`src/rtl/lsu_pkg.sv`:
```
// Shared definitions for the load/store unit: RV32I funct3 codes,
// FSM state encoding and the access-size decode used by the datapath.
package lsu_pkg;

    // RV32I load/store funct3 codes
    localparam logic [2:0] F3_B  = 3'b000;
    localparam logic [2:0] F3_H  = 3'b001;
    localparam logic [2:0] F3_W  = 3'b010;
    localparam logic [2:0] F3_BU = 3'b100;
    localparam logic [2:0] F3_HU = 3'b101;

    // FSM state encoding
    localparam logic [1:0] ST_IDLE  = 2'd0;
    localparam logic [1:0] ST_READ  = 2'd1;
    localparam logic [1:0] ST_WRITE = 2'd2;
    localparam logic [1:0] ST_RESP  = 2'd3;

    typedef enum logic [1:0] {
        SZ_B = 2'd0,
        SZ_H = 2'd1,
        SZ_W = 2'd2
    } size_e;

    // Undefined funct3 codes fall through to a full-word access.
    function automatic size_e f3_size(input logic [2:0] f3);
        case (f3)
            F3_B, F3_BU: f3_size = SZ_B;
            F3_H, F3_HU: f3_size = SZ_H;
            default:     f3_size = SZ_W;
        endcase
    endfunction

endpackage

```
`src/rtl/lsu_align.sv`:
```
// Combinational lane logic for the load/store unit: byte/halfword
// extraction with sign or zero extension for loads, and sub-word merge
// into a previously read word for stores. Halfword lanes use offset[1]
// only, so an odd halfword offset is naturally aligned down.
module lsu_align
    import lsu_pkg::*;
#(
    parameter int XLEN = 32
) (
    input  logic [XLEN-1:0] word,
    input  logic [1:0]      offset,
    input  logic [2:0]      funct3,
    input  logic [XLEN-1:0] wdata,
    output logic [XLEN-1:0] rdata,
    output logic [XLEN-1:0] merged
);

    logic [7:0]  lane_b;
    logic [15:0] lane_h;
    logic        is_unsigned;

    assign lane_b      = word[{offset, 3'b000} +: 8];
    assign lane_h      = word[{offset[1], 4'b0000} +: 16];
    assign is_unsigned = funct3[2];

    // Load path: pick the addressed lane and extend it to XLEN
    always_comb begin
        rdata = word;
        case (f3_size(funct3))
            SZ_B: rdata = is_unsigned ? {{(XLEN-8){1'b0}}, lane_b}
                                      : {{(XLEN-8){lane_b[7]}}, lane_b};
            SZ_H: rdata = is_unsigned ? {{(XLEN-16){1'b0}}, lane_h}
                                      : {{(XLEN-16){lane_h[15]}}, lane_h};
            default: rdata = word;
        endcase
    end

    // Store path: overwrite only the target lane of the read word
    always_comb begin
        merged = word;
        case (f3_size(funct3))
            SZ_B: merged[{offset, 3'b000} +: 8]     = wdata[7:0];
            SZ_H: merged[{offset[1], 4'b0000} +: 16] = wdata[15:0];
            default: merged = wdata;
        endcase
    end

endmodule

```
`src/rtl/load_store_unit.sv`:
```
// RV32I load/store unit in front of a word-addressed data memory.
// Sub-word stores are done as read-modify-write; loads extract and
// extend the addressed lane. Build option LSU_MISALIGN_CHECK_EN turns
// misaligned halfword/word accesses into an immediate flagged response
// that never touches memory; without it, low address bits are ignored
// down to natural alignment.
module load_store_unit
    import lsu_pkg::*;
#(
    parameter int XLEN       = 32,
    parameter int ADDRESSLEN = 32
) (
    input  logic                  clk,
    input  logic                  rst_n,
    input  logic                  req_valid,
    output logic                  req_ready,
    input  logic                  req_write,
    input  logic [2:0]            req_funct3,
    input  logic [ADDRESSLEN-1:0] req_addr,
    input  logic [XLEN-1:0]       req_wdata,
    output logic                  resp_valid,
    input  logic                  resp_ready,
    output logic [XLEN-1:0]       resp_rdata,
    output logic                  resp_misaligned,
    output logic [ADDRESSLEN-1:0] mem_write_address,
    output logic [ADDRESSLEN-1:0] mem_read_address,
    output logic [XLEN-1:0]       mem_data,
    output logic                  mem_write_enabled,
    input  logic [XLEN-1:0]       mem_out
);

    logic [1:0]            state;
    logic [ADDRESSLEN-1:0] lat_addr;
    logic [XLEN-1:0]       lat_wdata;
    logic [2:0]            lat_funct3;
    logic                  lat_write;
    logic [XLEN-1:0]       mem_data_r;
    logic [XLEN-1:0]       rdata_r;
    logic                  req_misaligned;
    logic [XLEN-1:0]       align_rdata;
    logic [XLEN-1:0]       align_merged;

    lsu_align #(.XLEN(XLEN)) u_align (
        .word   (mem_out),
        .offset (lat_addr[1:0]),
        .funct3 (lat_funct3),
        .wdata  (lat_wdata),
        .rdata  (align_rdata),
        .merged (align_merged)
    );

`ifdef LSU_MISALIGN_CHECK_EN
    logic misaligned_r;

    // Flag halfword accesses at odd addresses and words not on a 4-byte boundary
    always_comb begin
        req_misaligned = 1'b0;
        case (f3_size(req_funct3))
            SZ_H:    req_misaligned = req_addr[0];
            SZ_W:    req_misaligned = |req_addr[1:0];
            default: req_misaligned = 1'b0;
        endcase
    end

    // Misalignment flag is latched at accept and held through the response
    always_ff @(posedge clk or negedge rst_n) begin
        if (!rst_n) begin
            misaligned_r <= 1'b0;
        end else if (state == ST_IDLE && req_valid) begin
            misaligned_r <= req_misaligned;
        end
    end

    assign resp_misaligned = misaligned_r;
`else
    assign req_misaligned  = 1'b0;
    assign resp_misaligned = 1'b0;
`endif

    // Control FSM plus request latches, merged store word and load result
    always_ff @(posedge clk or negedge rst_n) begin
        if (!rst_n) begin
            state      <= ST_IDLE;
            lat_addr   <= '0;
            lat_wdata  <= '0;
            lat_funct3 <= '0;
            lat_write  <= 1'b0;
            mem_data_r <= '0;
            rdata_r    <= '0;
        end else begin
            case (state)
                ST_IDLE: begin
                    if (req_valid) begin
                        lat_addr   <= req_addr;
                        lat_wdata  <= req_wdata;
                        lat_funct3 <= req_funct3;
                        lat_write  <= req_write;
                        rdata_r    <= '0;
                        if (req_misaligned) begin
                            state <= ST_RESP;
                        end else if (!req_write) begin
                            state <= ST_READ;
                        end else if (f3_size(req_funct3) == SZ_W) begin
                            // Full-word store needs no read: data goes straight out
                            mem_data_r <= req_wdata;
                            state      <= ST_WRITE;
                        end else begin
                            state <= ST_READ;
                        end
                    end
                end
                ST_READ: begin
                    if (lat_write) begin
                        mem_data_r <= align_merged;
                        state      <= ST_WRITE;
                    end else begin
                        rdata_r <= align_rdata;
                        state   <= ST_RESP;
                    end
                end
                ST_WRITE: begin
                    state <= ST_RESP;
                end
                default: begin
                    if (resp_ready) begin
                        state <= ST_IDLE;
                    end
                end
            endcase
        end
    end

    assign req_ready         = (state == ST_IDLE);
    assign resp_valid        = (state == ST_RESP);
    assign resp_rdata        = rdata_r;
    assign mem_write_enabled = (state == ST_WRITE);
    assign mem_write_address = lat_addr;
    assign mem_read_address  = lat_addr;
    assign mem_data          = mem_data_r;

endmodule

```
`config.mk`:
```
export PLATFORM = sky130hd
export DESIGN_NAME = load_store_unit
export DESIGN_NICKNAME = d
export VERILOG_FILES = /design/src/rtl/lsu_pkg.sv /design/src/rtl/lsu_align.sv /design/src/rtl/load_store_unit.sv
export SDC_FILE = /design/constraint.sdc
export NUM_CORES = 1
export LEC_CHECK = 0
export ABC_AREA = 1
export CELL_PAD_IN_SITES_DETAIL_PLACEMENT = 1
export CELL_PAD_IN_SITES_GLOBAL_PLACEMENT = 1
export CORE_ASPECT_RATIO = 0.5
export CORE_MARGIN = 3
export CORE_UTILIZATION = 36
export DETAILED_ROUTE_END_ITERATION = 7
export HOLD_SLACK_MARGIN = 0.08
export PLACE_DENSITY = 0.84
export SLEW_MARGIN = 40
export SYNTH_ARGS = -nofsm -noshare
export SYNTH_HDL_FRONTEND = slang
export SYNTH_SLANG_ARGS = --single-unit
export TNS_END_PERCENT = 30
```
`constraint.sdc`:
```
create_clock -name clk -period 3.4 [get_ports clk]
set_input_delay 0.85 -clock clk [delete_from_list [all_inputs] [get_ports clk]]
set_output_delay 0.85 -clock clk [all_outputs]
set_load 0.005 [all_outputs]
```
# Word-level counts from Yosys, hierarchy flattened
# Cells that the tools add are included.
# word_totals
reg_bits	134
in_bits	104
out_inout_bits	132
wordCells	70
# classes
addsub	2
eq_ne	16
shifts	6
muxes	25
reduce_logical	14
# ops
op	count
2-to-1 mux 32 bit	8
case mux 32 bit (2 select lines)	4
bitwise mux 32 bit	2
variable shift 16 x 7 -> 32 bit (first input constant)	1
variable shift 8 x 7 -> 32 bit (first input constant)	1
variable part select 16 x 7 -> 32 bit	1
variable part select 32 x 6 -> 16 bit	1
variable part select 32 x 6 -> 8 bit	1
variable part select 8 x 7 -> 32 bit	1
2-to-1 mux 2 bit	7
negation 5 -> 7 bit	2
equality test 3 bit (second input constant)	4
case mux 2 bit (2 select lines)	2
OR reduction 2 bit	4
equality test 2 bit (second input constant)	3
equality test 3 x 1 -> 1 bit (second input constant)	2
logical NOT 3 bit	2
inequality test 2 bit (second input constant)	3
case mux 2 bit (3 select lines)	1
AND reduction 5 bit	1
equality test 2 x 1 -> 1 bit (second input constant)	2
logical NOT 2 bit	2
inequality test 2 x 1 -> 1 bit (second input constant)	2
AND reduction 2 bit	2
4 further kinds	4

# Depth between registers and ports, before layout
# Gate-level depths: netlist of run 1.
# logic_depth
word_depth	11
ltp_mapped	13
ltp_nobuf	10

# Modules after synthesis
# A second synthesis of run 1 with hierarchy kept.
# unflattened
cells_unflattened	1067
hier_area_um2	8086.5
# modules_own_cells
module	n_inst	cells_per_inst	area_each_um2	seq_area_each_um2
load_store_unit	1	627	5982.0	3353.2
lsu_align	1	440	2104.5	0.0

# Worst setup path before layout of run 1
# OpenSTA, ideal clock, no wires.
# synth_path
path_kind	reg2reg
from	register lat_addr[1] (netlist: mem_read_address[1])
to	register mem_data_r[9] (netlist: mem_data[9])
setup_ns	0.117
t_arrival_ns	1.960
required_ns	3.283
setup_slack_ns	1.323
stages_incl_launch_ff	13
n_path_buf	4
synth_period_minus_slack_ns	2.077
cell_sequence	dfrtp_1 buf_4 inv_4 clkbuf_1 ha_1 buf_2 inv_1 buf_2 o21ai_0 nand2_1 nand3_1 nand2_1 nand2_1
# synth_via
elab_chain_cells	6
elab_cells_between_ends	11
classes_between	add/sub: 2; shift: 4; mux: 5
# synth_rtl
element	line	rtl
start: declaration	load_store_unit.sv:33	logic [ADDRESSLEN-1:0] lat_addr;
start signal: assignment	load_store_unit.sv:94	lat_addr <= req_addr;
negation 5 -> 7 bit (on tied branches)	lsu_align.sv:43, lsu_align.sv:42	
variable part select 16 x 7 -> 32 bit, or another cell as far along	lsu_align.sv:43	SZ_H: merged[{offset[1], 4'b0000} +: 16] = wdata[15:0];
bitwise mux 32 bit (on tied branches)	lsu_align.sv:43, lsu_align.sv:42	
case mux 32 bit (2 select lines) (*)	lsu_align.sv:41	case (f3_size(funct3))
2-to-1 mux 32 bit (*)	load_store_unit.sv:113	if (lat_write) begin
case mux 32 bit (2 select lines) (*)	load_store_unit.sv:91	case (state)
end signal: assignment	load_store_unit.sv:105	mem_data_r <= req_wdata;
end signal: assignment	load_store_unit.sv:114	mem_data_r <= align_merged;
end: declaration	load_store_unit.sv:37	logic [XLEN-1:0] mem_data_r;
# Mark *: on every way between the ends. The rest lies on a longest branch, timed or not. The select of a mux whose other input is x is not followed.
# A chain may end at the register's enable or synchronous reset.

# Worst setup path in the final report of run 1
# layout_path
from	register lat_addr[1] (netlist: mem_read_address[1])
to	output mem_read_address[1]
# layout_rtl
element	line	rtl
end: declaration	load_store_unit.sv:26	output logic [ADDRESSLEN-1:0] mem_read_address,
# No word-level cell between the ends.

==> metrics.csv, run 1 <==
metric;value;unit
status;finished, final reports clean;
holdBufCountCts;0;
p_per_area;962;nW/um^2
async_flop_share;100;%
grt_max_degree;107;
netlist_area;7660;sq um
path_cells;clkdlybuf4s50_1;
antenna_found_initial;0;
fin_cells;1479;
yosys.area.top_type;dfrtp_1;
n_antenna_cell;0;
gp_congestion;0.930;
critPathKind;reg2out;
irDropWorstVdd;0.451;mV
maxCapViolations;0;
synth_seq_cells;134;
clock_sinks;134;
synth_most_common_cell;nand2_1;
tightest_slew;741;ps
syn_to_final_growth;38.5;%
detail-route-antenna-nets;0;
grt_usage;25.0;%
insertion_delay;430;ps
hp-class;in2async;
drive_above_1_share;7.30;%
num-fill-cells;2517;
die_h;109;um
dieWidth;212;um
fin_worst_skew;13.0;ps
leakagePower;4.95;nW
synth_common_cells;323 x nand2_1, 142 x a21oi_1, 134 x dfrtp_1;
routed_wl;29100;um
nets;1306;
place_inst;1447;
port_buffers;234;
cts_buffers;17;
finalHoldViolations;0;
crit_arrival;1900;ps
via_per_inst;5.24;
die-area;23200;sq um
rows;37;
yosysSeqAreaShare;43.8;%
path_buf_inv;1;
root_buffer;clkbuf_16;
worst-r2r-cell-count;9;
place.detailed.hpwl;20900;um
drt_iter0_drc;678;
clock.fmax;0.364;GHz
ys.flop_type;dfrtp_1;
cp.required;2550;ps
ff2ff_setup_slack;660;ps
period_share;80.8;%
wl_per_cell;19.7;um
clkTransAtPathRegs;60;ps
start_util;37.0;%
synth-edff-count;0;
finalMaxSlewViolations;0;
setup_tns;0;ps
rsz0062_at_grt;no;
ios;236;
hold_slack;358;ps
critPathSlowestCell;dfrtp_1;
r2r_start;mem_read_address[1]$_DFFE_PN0P_;
htreeDepth;4;
ys_warn_count;0;
synth_cell_types;27;
via_count;7752;
avgSynthCellArea;7.52;sq um
drc;0;
path_delay_family;flip-flops;
syn_inst;1019;
cts_tree;yes;
grt_pass1_vias;8005;
clockBufferDepth;2;
post_cts_buffers;0;
yosys.area.top_type_share;43.8;%
grt-ovfl-total;0;
r2r-end;mem_data[7]$_DFFE_PN0P_;
synth_fp_nets;1132;
ys_top_cells_by_area;dfrtp_1 44%, nand2_1 16%, a21oi_1 9.3%;
setup_violations;0;
cp-end-kind;primary output;
drt-pass1-iter-count;5;
coreArea;20700;sq um
start_kind;flop;
grt_pass1_wl;45000;um
min_period;2750;ps
crit_fanout;17;
post_cts_resized;0;
slowest_delay;820;ps
relSlewSlack;50.6;%
power by group:
| group | switching [mW] | internal, mW | total [mW] |
|---|---|---|---|
| sequential | 0.604 | 2.34 | 2.94 |
| clock | 0.764 | 1.36 | 2.13 |
| combinational | 2.79 | 2.35 | 5.14 |
| total | 4.16 | 6.05 | 10.2 |
layout by cell type, fill, tap and decap left out, types with 3 or more instances in the layout:
cell type and n:
a21oi_1 142, bufinv_16 5, ha_1 9, clkbuf_8 3, o21ai_0 89, dfrtp_1 134, inv_1 85, clkinvlp_4 3
mux2_2 31, nand2_1 323, o211ai_1 13, buf_4 9, nand3_1 56, clkbuf_16 17, nor2_1 23, clkdlybuf4s50_1 233
nand4_1 5, inv_2 4
cells by family (layout without fill, tap and decap cells):
group	count (synthesis)	after routing	share of synthesized area (%)
simple gates	415	415	22.0
compound gates	249	249	16.9
buf+inv	180	367	11.2
flops	134	134	43.8
mux	31	31	4.56
fa+ha+maj	9	9	1.47
other cells	1	1	0.0490
worst max-delay path by stage:
stage	from	endpoint	slack [ps]	cells after the start
global route	mem_read_address[1]$_DFFE_PN0P_	mem_data[7]$_DFFE_PN0P_	500	9
finish	mem_read_address[1]$_DFFE_PN0P_	mem_read_address[1]	650	1
detailed placement	req_valid	mem_data[24]$_DFFE_PN0P_	620	7
floorplan	mem_read_address[1]$_DFFE_PN0P_	mem_data[9]$_DFFE_PN0P_	1320	12
global placement	mem_read_address[1]$_DFFE_PN0P_	mem_data[7]$_DFFE_PN0P_	790	9
CTS	mem_read_address[1]$_DFFE_PN0P_	mem_read_address[1]	640	1
flip-flops by register name (all words and copies together), names as in the netlist:
signal            flops
lat_funct3            3
state                 2
mem_read_address     32
mem_data             32
resp_rdata           32
lat_wdata            32
lat_write             1
per-layer routing:
metal | wire length (um) | share of wire, % | vias up | global-route usage, %
met4 | 337 | 1.2 | 0 | 5.97
li1 | - | - | 3629 | -
met2 | 13700 | 47 | 227 | 41.8
met1 | 13500 | 46 | 3867 | 34.1
met3 | 1570 | 5.4 | 29 | 4.51
met5 | 0 | 0 | - | 0
layout make-up:
type	count	area, sq um	share of cell area (%)
clock buffers	21	470	4.43
multi-input cells	705	3460	32.6
clock inverters	11	195	1.84
well taps	273	342	3.22
inverters	90	340	3.21
repair buffers	245	2450	23.1
flip-flops and latches	134	3350	31.6
stage by stage:
step	power, mW	util (%)	instance area (sq um)	worst slack (ps)
final	10.2	51.3	10600	652
after floorplan	5.74	-	7660	1320
after CTS	10.3	51.3	10600	640
after global routing	10.9	51.3	10600	504
after global placement	7.81	48.0	9940	788
after detailed placement	8.06	48.1	9940	623
No activity file was read; power rests on OpenSTA's default activity.
==> run 2, diff against run 1 <==
Settings changed: CORE_UTILIZATION 36 to 34, PLACE_DENSITY 0.84 to 0.8.
Clock period 3.4 ns to 2.8 ns, I/O delays scaled along.
==> run 2 against run 1 <==
Net effect: clock power is 14% higher; first-iteration DRC count is 14% lower; final area is 0.48% higher; total power is 20% higher; flip-flop and latch count stayed put; cell count is 2.1% higher; die area is 5.6% higher; sequential power is 20% higher; clock skew is 3.6 ps lower; register-to-register slack better by 80 ps; via count is 1.3% lower; critical endpoint is now req_ready.
==> metrics.csv, run 2 (synthesized netlist as in run 1, its figures left out) <==
metric;value;unit;change
holdBufCountCts;0;;unchanged
place.detailed.hpwl;21100;um;+1.1%
worst-r2r-cell-count;9;;unchanged
die-area;24500;sq um;+5.6%
postPlaceCellArea;10000;sq um;+0.99%
post_cts_buffers;0;;unchanged
drt_iter0_drc;580;;-14%
p_total;12.3;mW;+20%
leakagePower;4.96;nW;+0.35%
root_buffer;clkbuf_16;;
design_area;10700;sq um;+0.48%
path_cells;inv_1 > ha_1 > clkdlybuf4s50_1;;
hp-class;in2async;;
path_delay_family;buffers and inverters;;
critPathSlowestCell;clkdlybuf4s50_1;;
clkTransAtPathRegs;60;ps;about the same
nets;1310;;+0.31%
relSlewSlack;54.2;%;+3.6 points
setup_violations;0;;unchanged
grt_max_degree;107;;unchanged
detail-route-antenna-nets;0;;unchanged
clock.fmax;0.388;GHz;
grt_pass1_wl;44900;um;-0.15%
port_buffers;234;;unchanged
slowest_delay;580;ps;-240 ps
fin_util;48.7;%;-2.5 points
path_depth;3;;+2
drt-pass1-iter-count;5;;unchanged
cp.required;2100;ps;-450 ps
ff2ff_setup_slack;740;ps;+80 ps
finalMaxSlewViolations;0;;unchanged
layout_commonest_cell;nand2_1;;
drc;0;;unchanged
gp_congestion;0.903;;-3.0%
clock_sinks;134;;unchanged
n_antenna_cell;0;;unchanged
finalHoldViolations;0;;unchanged
cts_tree;yes;;
path_buf_inv;2;;+1
drive_above_1_share;7.19;%;-0.11 points
r2r_start;mem_read_address[1]$_DFFE_PN0P_;;
dieWidth;218;um;+2.8%
maxCapViolations;0;;unchanged
critPathKind;reg2out;;
routed_wl;28600;um;-1.7%
setup_tns;0;ps;unchanged
via_per_inst;5.07;;-3.3%
antenna_found_initial;0;;unchanged
cp-end-kind;primary output;;
grt_pass1_vias;7873;;-1.6%
crit_fanout;5;;-12
p_per_area;1150;nW/um^2;+20%
clockBufferDepth;2;;unchanged
mostFrequentLayoutCells;323 x nand2_1, 233 x clkdlybuf4s50_1, 142 x a21oi_1;;
rows;38;;+2.7%
grt-ovfl-total;0;;unchanged
fin_cells;1510;;+2.1%
crit_arrival;1880;ps;-20 ps
rsz0062_at_grt;no;;
finalWorstSetupSlack;225;ps;-427 ps
r2r-end;mem_data[2]$_DFFE_PN0P_;;
syn_to_final_growth;39.2;%;
die_h;112;um;+2.7%
cts_buffers;17;;unchanged
wl_per_cell;18.9;um;-3.7%
tightest_slew;685;ps;-55.5 ps
pre_cts_ws;436;ps;-186 ps
grt_usage;23.2;%;-1.8 points
status;finished, final reports clean;;
post_cts_resized;0;;unchanged
start_kind;flop;;
start_util;35.0;%;-2.0 points
startpoint;state[1]$_DFFE_PN0P_;;
fin_worst_skew;9.44;ps;-3.58 ps
insertion_delay;430;ps;about the same
min_period;2580;ps;
period_share;92.0;%;
crit_end;req_ready;;
htreeDepth;4;;unchanged
irDropWorstVdd;0.464;mV;+2.9%
ios;236;;unchanged
place_inst;1478;;+2.1%
via_count;7655;;-1.3%
hold_slack;173;ps;-185 ps
coreArea;21900;sq um;+5.7%
## run 2: worst min-delay path by stage
stage	from	cells after the start	to	slack, ps
after global routing	rst_n	1	mem_read_address[13]$_DFFE_PN0P_	190
after CTS	rst_n	1	mem_read_address[10]$_DFFE_PN0P_	180
after detailed placement	resp_rdata[31]$_DFFE_PN0P_	2	resp_rdata[31]$_DFFE_PN0P_	460
after global placement	resp_rdata[9]$_DFFE_PN0P_	2	resp_rdata[9]$_DFFE_PN0P_	460
after floorplan	rst_n	0	lat_funct3[0]$_DFFE_PN0P_	400
final	rst_n	1	mem_read_address[13]$_DFFE_PN0P_	170
## run 2: cell type report
cell class	instances	area, sq um
fillers	2658	11200
multi-input cells	705	3450
flip-flops and latches	134	3350
repair buffers	249	2520
clock buffers	24	472
well taps	300	375
inverters	90	340
clock inverters	8	146
## run 2: where the power goes
part / switching (mW) / leakage [nW] / internal [mW]
logic: 3.40 / 2.99 / 2.92
registers: 0.690 / 1.68 / 2.84
clock network: 0.888 / 0.298 / 1.54
## run 2: metal layers
| layer | track usage, % | share of wire, % | up-vias |
|---|---|---|---|
| met5 | 0 | 0 | - |
| met4 | 5.99 | 1.6 | 0 |
| met3 | 5.14 | 5.6 | 36 |
| met2 | 36.9 | 47 | 202 |
| met1 | 32.2 | 46 | 3781 |
| li1 | - | - | 3636 |
